`src/rtl/caesar_stream_arb.sv`:
```
// caesar_stream_arb: round-robin arbiter sharing one Caesar shift datapath between two character streams.
// Define CAESAR_ARB_STATS_EN to add saturating per-requester and letter counters with a synchronous clear.
module caesar_stream_arb #(
    parameter logic [4:0] KEY0_RST = 5'd3,
    parameter logic [4:0] KEY1_RST = 5'd3,
    parameter int         STAT_W   = 16
) (
    input  logic              clk,
    input  logic              rst_n,
    input  logic              req_valid0,
    input  logic [7:0]        req_data0,
    input  logic              req_dec0,
    output logic              req_ready0,
    input  logic              req_valid1,
    input  logic [7:0]        req_data1,
    input  logic              req_dec1,
    output logic              req_ready1,
    input  logic              cfg_we,
    input  logic              cfg_sel,
    input  logic [4:0]        cfg_key,
    output logic              out_valid,
    output logic [7:0]        out_data,
    output logic              out_id,
    input  logic              out_ready
`ifdef CAESAR_ARB_STATS_EN
    ,
    input  logic              stat_clr,
    output logic [STAT_W-1:0] stat_cnt0,
    output logic [STAT_W-1:0] stat_cnt1,
    output logic [STAT_W-1:0] stat_shifted
`endif
);
    typedef enum logic {EMPTY, FULL} state_t;
    state_t state, state_nx;
    logic last, can_accept, gnt0, gnt1, accept, sel, dec_in;
    logic [4:0] key0, key1, key_in;
    logic [7:0] data_in, shifted;

    function automatic logic is_alpha(input logic [7:0] c);
        return (c >= 8'h61 && c <= 8'h7a) || (c >= 8'h41 && c <= 8'h5a);
    endfunction

    // Offset arithmetic stays below 52, so one conditional subtract replaces a modulo.
    function automatic logic [7:0] shift(input logic [7:0] c, input logic [4:0] key, input logic dec);
        logic [7:0] k, base, off;
        k    = {3'd0, key} >= 8'd26 ? {3'd0, key} - 8'd26 : {3'd0, key};
        k    = dec && k != 8'd0 ? 8'd26 - k : k;
        base = c >= 8'h61 ? 8'h61 : 8'h41;
        off  = c - base + k;
        off  = off >= 8'd26 ? off - 8'd26 : off;
        return is_alpha(c) ? base + off : c;
    endfunction

    assign out_valid  = state == FULL;
    assign can_accept = state == EMPTY || out_ready;
    assign gnt0       = req_valid0 && (!req_valid1 || last);
    assign gnt1       = req_valid1 && (!req_valid0 || !last);
    assign req_ready0 = rst_n && can_accept && gnt0;
    assign req_ready1 = rst_n && can_accept && gnt1;
    assign accept     = req_ready0 || req_ready1;
    assign sel        = req_ready1;
    assign data_in    = sel ? req_data1 : req_data0;
    assign key_in     = sel ? key1 : key0;
    assign dec_in     = sel ? req_dec1 : req_dec0;
    assign shifted    = shift(data_in, key_in, dec_in);

    always_comb begin
        state_nx = accept ? FULL : (out_ready ? EMPTY : state);
    end

    always_ff @(posedge clk or negedge rst_n) begin
        if (!rst_n) begin
            state    <= EMPTY;
            out_data <= 8'h00;
            out_id   <= 1'b0;
            last     <= 1'b1;
            key0     <= KEY0_RST;
            key1     <= KEY1_RST;
        end else begin
            state <= state_nx;
            if (accept) begin
                out_data <= shifted;
                out_id   <= sel;
                last     <= sel;
            end
            if (cfg_we && cfg_sel) key1 <= cfg_key;
            if (cfg_we && !cfg_sel) key0 <= cfg_key;
        end
    end

`ifdef CAESAR_ARB_STATS_EN
    always_ff @(posedge clk or negedge rst_n) begin
        if (!rst_n) begin
            stat_cnt0    <= '0;
            stat_cnt1    <= '0;
            stat_shifted <= '0;
        end else if (stat_clr) begin
            stat_cnt0    <= '0;
            stat_cnt1    <= '0;
            stat_shifted <= '0;
        end else begin
            if (req_ready0 && stat_cnt0 != '1) stat_cnt0 <= stat_cnt0 + STAT_W'(1);
            if (req_ready1 && stat_cnt1 != '1) stat_cnt1 <= stat_cnt1 + STAT_W'(1);
            if (accept && is_alpha(data_in) && stat_shifted != '1) stat_shifted <= stat_shifted + STAT_W'(1);
        end
    end
`endif
endmodule

```
`config.mk`:
```
export PLATFORM = sky130hd
export DESIGN_NAME = caesar_stream_arb
export DESIGN_NICKNAME = d
export VERILOG_FILES = /design/src/rtl/caesar_stream_arb.sv
export SDC_FILE = /design/constraint.sdc
export NUM_CORES = 1
export LEC_CHECK = 0
export CAP_MARGIN = 20
export CORE_MARGIN = 2
export CORE_UTILIZATION = 37
export CTS_CLUSTER_SIZE = 10
export DETAILED_ROUTE_END_ITERATION = 6
export GPL_ROUTABILITY_DRIVEN = 1
export PLACE_DENSITY = 0.58
export SKIP_CTS_REPAIR_TIMING = 1
export SLEW_MARGIN = 20
export SYNTH_ARGS = -nofsm -noshare
export SYNTH_HDL_FRONTEND = slang
export SYNTH_SLANG_ARGS = --single-unit
```
`constraint.sdc`:
```
create_clock -name clk -period 20.8 [get_ports clk]
set_clock_uncertainty 0.15 [all_clocks]
set_input_delay 4.16 -clock clk [delete_from_list [all_inputs] [get_ports clk]]
set_output_delay 4.16 -clock clk [all_outputs]
set_load 0.01 [all_outputs]
```
# --- Word level (Yosys, flattened, before mapping) ---
# Cells that the tools add are included.
word_totals:
  register_bits: 21
classes:
  addsub: 6
  magnitude_cmp: 6
  n_mux: 10
  n_bitwise: 1
  n_reduce_logical: 21
ops:
  columns: ["op", "count"]
  rows:
  - ["two-way mux 8 bit", 5]
  - ["greater-or-equal comparator 8 x 7 -> 1 bit (second input constant)", 2]
  - ["less-or-equal comparator 8 x 7 -> 1 bit (second input constant)", 2]
  - ["logical AND 1 bit", 10]
  - ["adder 7 x 8 -> 8 bit", 1]
  - ["adder 8 bit", 1]
  - ["greater-or-equal comparator 8 x 5 -> 1 bit (second input constant)", 1]
  - ["nonzero test 8 bit", 1]
  - ["subtractor 5 x 8 -> 8 bit (first input constant)", 1]
  - ["subtractor 8 x 5 -> 8 bit (second input constant)", 1]
  - ["subtractor 8 x 7 -> 8 bit", 1]
  - ["two-way mux 6 bit", 1]
  - ["subtractor 5 x 5 -> 6 bit (second input constant)", 1]
  - ["greater-or-equal comparator 5 bit (second input constant)", 1]
  - ["logical OR 1 bit", 5]
  - ["two-way mux 5 bit", 1]
  - ["logical NOT 1 bit", 4]
  - ["two-way mux 1 bit", 3]
  - ["nonzero test 2 bit", 1]
  - ["NOT 1 bit", 1]

# --- Longest topological paths before layout ---
logic_depth:
  depth_word: 15
  mapped_depth: 28
  depth_no_buf: 28

# --- Worst setup path after synthesis ---
# No wires, ideal clock.
synth_path:
  kind: "input to register"
  from: "input port out_ready"
  to: "register out_data[4]"
  setup_time_ns: 0.125
  arrival_time_ns: 10.063
  t_required_ns: 20.525
  setup_slack_ns: 10.462
  stages: 26
  cell_sequence: "nand2b_1 nand3_2 buf_2 buf_1 mux2i_1 ha_1 a31o_2 mux2_2 o211a_1 nor2_1 mux2_2 ha_1 fa_1 nand2b_1 a2111o_1 o211ai_2 a221oi_1 and3_1 mux2i_1 xnor2_1 ha_1 nand3b_1 mux2_4 xnor2_1 mux2i_1 mux2_2"
synth_via:
  elab_chain_len: 14
  word_cells_on_any_way: 30
  cone_classes: "add/sub (6); order compare (6); mux (8); reduce/logical (10)"
synth_lines:
  columns: ["element", "line_no", "source"]
  rows:
  - ["start: declaration", "24", "input logic out_ready"]
  - ["logical OR 1 bit *", "55", "assign can_accept = state == EMPTY || out_ready;"]
  - ["logical AND 1 bit *", "58, 59", null]
  - ["parallel branches: the longest is 12 deep, another holds subtractor 5 x 8 -> 8 bit", null, null]
  - ["end signal: assignment", "82", "out_data <= shifted;"]
  - ["end: declaration", "22", "output logic [7:0] out_data,"]
# Every way passes the cells marked *.
# A chain may end at the register's enable or synchronous reset.

# --- Final worst setup path ---
layout_path:
  from: "input port rst_n"
  to: "register out_data[6]"
layout_via:
  elab_chain_len: 13
  word_cells_on_any_way: 29
  cone_classes: "add/sub (6); order compare (6); mux (8); reduce/logical (9)"
layout_lines:
  columns: ["element", "line_no", "source"]
  rows:
  - ["start: declaration", "9", "input logic rst_n,"]
  - ["logical AND 1 bit *", "58, 59", null]
  - ["parallel branches: the longest is 12 deep, another holds subtractor 5 x 8 -> 8 bit", null, null]
# Marks and branches as above.

==> results.sh <==
export IMPL_rsz0062_at_grt="false"
export IMPL_cts_inserted_buffers=3
export IMPL_wire_length_of_the_first_global_routing_pass_mm=9.69
export IMPL_clock_insertion_delay_worst_skew_ps=250
export IMPL_filler_cell_count=614
export IMPL_yosysMostFrequentCell="sky130_fd_sc_hd__nand2_1"
export IMPL_grt_remaining_overflow=0
export IMPL_floorplan_die_height_um=84.2
export IMPL_first_global_vias=2052
export IMPL_synth_top_area_cell="sky130_fd_sc_hd__dfrtp_1"
export IMPL_holdWs_ps=333
export IMPL_hold_path_class="flop to flop"
export IMPL_cellPowerDensity_nw_per_um2=156
export IMPL_crit_type="input port to flop"
export IMPL_std_cell_rows=29
export IMPL_worstSetupStartpointType="input port"
export IMPL_arrival_worst_endpoint_ps=11560
export IMPL_final_max_slew_violation_count=0
export IMPL_multi_input_area_um2=1740
export IMPL_syn_mean_instance_area_um2=8.82
export IMPL_cts_path_max_buffers=2
export IMPL_mappedNetlistNets=320
export IMPL_place_worst_setup_slack_ps=8910
export IMPL_critical_path_n_buffers_inverters=3
export IMPL_final_hold_violation_count=0
export IMPL_initial_antenna_violation_count=0
export IMPL_design_die_area_um2=7090
export IMPL_cts_root_buffer="sky130_fd_sc_hd__clkbuf_8"
export IMPL_groute_usage_overall_pct=16.3
export IMPL_worst_pin_slew_ps=944
export IMPL_insertedDiodeCount=0
export IMPL_synth_async_sr_flop_share_pct=100
export IMPL_cap_viol_max_count=0
export IMPL_crit_reg2reg_launch="last$_DFFE_PN1P_"
export IMPL_critical_path_top_cell_by_count="sky130_fd_sc_hd__ha_1"
export IMPL_drc_errors=0
export IMPL_critPathCapture="out_data[6]$_DFFE_PN0P_"
export IMPL_clock_slew_at_the_register_clock_pins_of_the_worst_setup_and_hold_paths_ps=70
export IMPL_synth_edf_count=0
export IMPL_yosysSeqAreaShare_pct=22.3
export IMPL_synth_largest_type_area_fraction_pct=16.8
export IMPL_clock_tree_htree_level_count=1
export IMPL_ys_ff_latch=21
export IMPL_crit_start="rst_n"
export IMPL_worst_path_max_fanout=27
export IMPL_dr_pass1_iters=4
export IMPL_timing_reg2reg_setup_slack_ps=13270
export IMPL_detail_route_iter0_violations=77
export IMPL_critPathRequiredTime_ps=20750
export IMPL_routedWlPerCell_um=14.5
export IMPL_maximum_number_of_pins_on_one_net_before_global_route_repair=28
export IMPL_mappedNetlistArea_um2=2380
export IMPL_io_buffers=41
export IMPL_layout_area_overhead_vs_synth_pct=22.8
export IMPL_floorplan_die_width_um=84.2
export IMPL_synth_distinct_cells=59
export IMPL_post_synth_most_frequent_cells="27 x sky130_fd_sc_hd__nand2_1, 23 x sky130_fd_sc_hd__inv_1, 18 x sky130_fd_sc_hd__ha_1, 18 x sky130_fd_sc_hd__mux2i_1, 18 x sky130_fd_sc_hd__nor2_1"
export IMPL_num_vias=2100
export IMPL_sequential_cell_area_um2=532
export IMPL_post_route_worst_setup_slack_ps=9190
export IMPL_cts_sinks=21
export IMPL_drive_gt1_share_pct=14.4
export IMPL_final_nets=364
export IMPL_post_synth_inst_count=270
export IMPL_detail_route_vias_per_cell=5.38
export IMPL_slowest_delay_ps=550
export IMPL_ir_drop_mv=0.127
export IMPL_core_area_um2=6280
export IMPL_fin_util_pct=46.6
export IMPL_synthesis_yosys_warnings=0
export IMPL_routabilityCongestion=0.861
export IMPL_max_slew_margin_pct=36.8
export IMPL_critical_path_slowest_cell="sky130_fd_sc_hd__nand3_2"
export IMPL_drt_antenna_violating_nets=0
export IMPL_min_period_over_period_pct=55.8
export IMPL_initial_utilization_pct=37.9
export IMPL_cp_top_family="compound AO/OA/AOI/OAI gates"
export IMPL_clock_fmax_ghz=0.0861
export IMPL_drt_wl_total_mm=5.65
export IMPL_design_power_total_w=0.000455
export IMPL_cp_end_kind="flop"
export IMPL_post_dp_hpwl_mm=4.69
export IMPL_critical_register_to_register_path_endpoint="out_data[6]$_DFFE_PN0P_"
export IMPL_ys_flop_type="sky130_fd_sc_hd__dfrtp_1"
export IMPL_ports=42
export IMPL_count_of_endpoints_failing_setup_in_the_final_report=0
export IMPL_status="finished clean"
export IMPL_leakagePower_nw=1.34
export IMPL_critical_path_cell_count=25
export IMPL_ff2ff_path_depth=24
export IMPL_setup_tns_ps=0
export IMPL_tritoncts="done"
export IMPL_period_needed_ps=11610
export IMPL_ys_top_cells_by_area="sky130_fd_sc_hd__dfrtp_1 17%, sky130_fd_sc_hd__ha_1 9.5%, sky130_fd_sc_hd__mux2i_1 7.6%, sky130_fd_sc_hd__mux2_2 7.6%, sky130_fd_sc_hd__dfstp_2 5.5%"
through the flow:
step                      instances  instance area [um2]
after detailed placement        386                 2880
after CTS                       390                 2920
after floorplan                 270                 2380
after global routing            390                 2920
after global placement          386                 2880
final                           390                 2920
sequential cells by signal (all words and copies together), names as in the netlist:
name,flops
key0,5
key1,5
last,1
out_data,8
out_id,1
out_valid,1
layout make-up:
cell class                      instances  area share [%]
Timing Repair Buffer                   43            14.5
Tap cell                               77            3.29
Inverter                               24            3.08
Sequential cell                        21            18.2
Multi-Input combinational cell        221            59.3
Clock buffer                            4            1.54
layout by cell type (no fill, tap or decap), types with 3 or more instances in the layout:
cell                              instances
sky130_fd_sc_hd__o31ai_1                  3
sky130_fd_sc_hd__o21a_1                   3
sky130_fd_sc_hd__nor2_1                  18
sky130_fd_sc_hd__nand3_1                  7
sky130_fd_sc_hd__o21ai_0                 15
sky130_fd_sc_hd__o211ai_1                 3
sky130_fd_sc_hd__a21boi_0                 3
sky130_fd_sc_hd__nand2_1                 27
sky130_fd_sc_hd__and3_1                   3
sky130_fd_sc_hd__mux2i_1                 18
sky130_fd_sc_hd__dfstp_2                  5
sky130_fd_sc_hd__nor2b_1                  6
sky130_fd_sc_hd__clkbuf_8                 3
sky130_fd_sc_hd__o2111ai_1                3
sky130_fd_sc_hd__mux2_2                  16
sky130_fd_sc_hd__inv_1                   23
sky130_fd_sc_hd__a31oi_1                  3
sky130_fd_sc_hd__xnor2_1                  8
sky130_fd_sc_hd__clkdlybuf4s50_1         41
sky130_fd_sc_hd__a21oi_1                  6
sky130_fd_sc_hd__ha_1                    18
sky130_fd_sc_hd__dfrtp_1                 16
sky130_fd_sc_hd__xor2_1                   7
sky130_fd_sc_hd__a211oi_1                 4
sky130_fd_sc_hd__nand3b_1                 3
sky130_fd_sc_hd__nand2b_1                 5
cells by family after synthesis:
family / synth area share [%]
adder cells (fa/ha/maj): 11.1
buffers and inverters: 4.78
AO/OA/AOI/OAI: 22.3
flip-flops: 22.3
AND/OR/NAND/NOR: 17.5
multiplexers: 16.4
XOR/XNOR: 5.52
where the power goes:
part           switching, W  internal [W]   total, W
combinational      0.000202      0.000164   0.000366
clock             0.0000120     0.0000136  0.0000256
sequential       0.00000923     0.0000544  0.0000636
total              0.000223      0.000232   0.000455
layer usage:
layer  wire (um)  vias up  GRT usage [%]
met5           0        -              0
met4         108        0           3.37
met3         252       12           3.34
met2        2510       47           25.5
met1        2780      964           23.3
li1            -     1077              -
how the worst min path moves through the flow:
stage,from,end,slack [ps],depth (start not counted)
final,last$_DFFE_PN1P_,last$_DFFE_PN1P_,330,2
after global routing,last$_DFFE_PN1P_,last$_DFFE_PN1P_,350,2
after CTS,last$_DFFE_PN1P_,last$_DFFE_PN1P_,340,2
after detailed placement,last$_DFFE_PN1P_,last$_DFFE_PN1P_,320,2
after global placement,last$_DFFE_PN1P_,last$_DFFE_PN1P_,320,2
after floorplan,last$_DFFE_PN1P_,last$_DFFE_PN1P_,300,2
worst reg2reg max path, cell delays in order (launching register included):
cell and delay, ps:
sky130_fd_sc_hd__dfstp_2 380, sky130_fd_sc_hd__a21boi_2 240, sky130_fd_sc_hd__nand3_2 520, sky130_fd_sc_hd__inv_2 370
sky130_fd_sc_hd__mux2i_1 400, sky130_fd_sc_hd__ha_1 310, sky130_fd_sc_hd__a31o_2 250, sky130_fd_sc_hd__mux2_2 290
sky130_fd_sc_hd__o211a_1 180, sky130_fd_sc_hd__nor2_1 280, sky130_fd_sc_hd__mux2_2 380, sky130_fd_sc_hd__ha_1 330
sky130_fd_sc_hd__fa_1 460, sky130_fd_sc_hd__xor2_1 380, sky130_fd_sc_hd__a211oi_1 210, sky130_fd_sc_hd__a221oi_1 400
sky130_fd_sc_hd__a21boi_0 300, sky130_fd_sc_hd__mux2i_1 220, sky130_fd_sc_hd__xnor2_1 180, sky130_fd_sc_hd__ha_1 220
sky130_fd_sc_hd__nand3b_1 90, sky130_fd_sc_hd__mux2_4 290, sky130_fd_sc_hd__o31ai_2 240, sky130_fd_sc_hd__xor2_1 210
sky130_fd_sc_hd__o31ai_1 90
(Power assumes the default switching activity.)
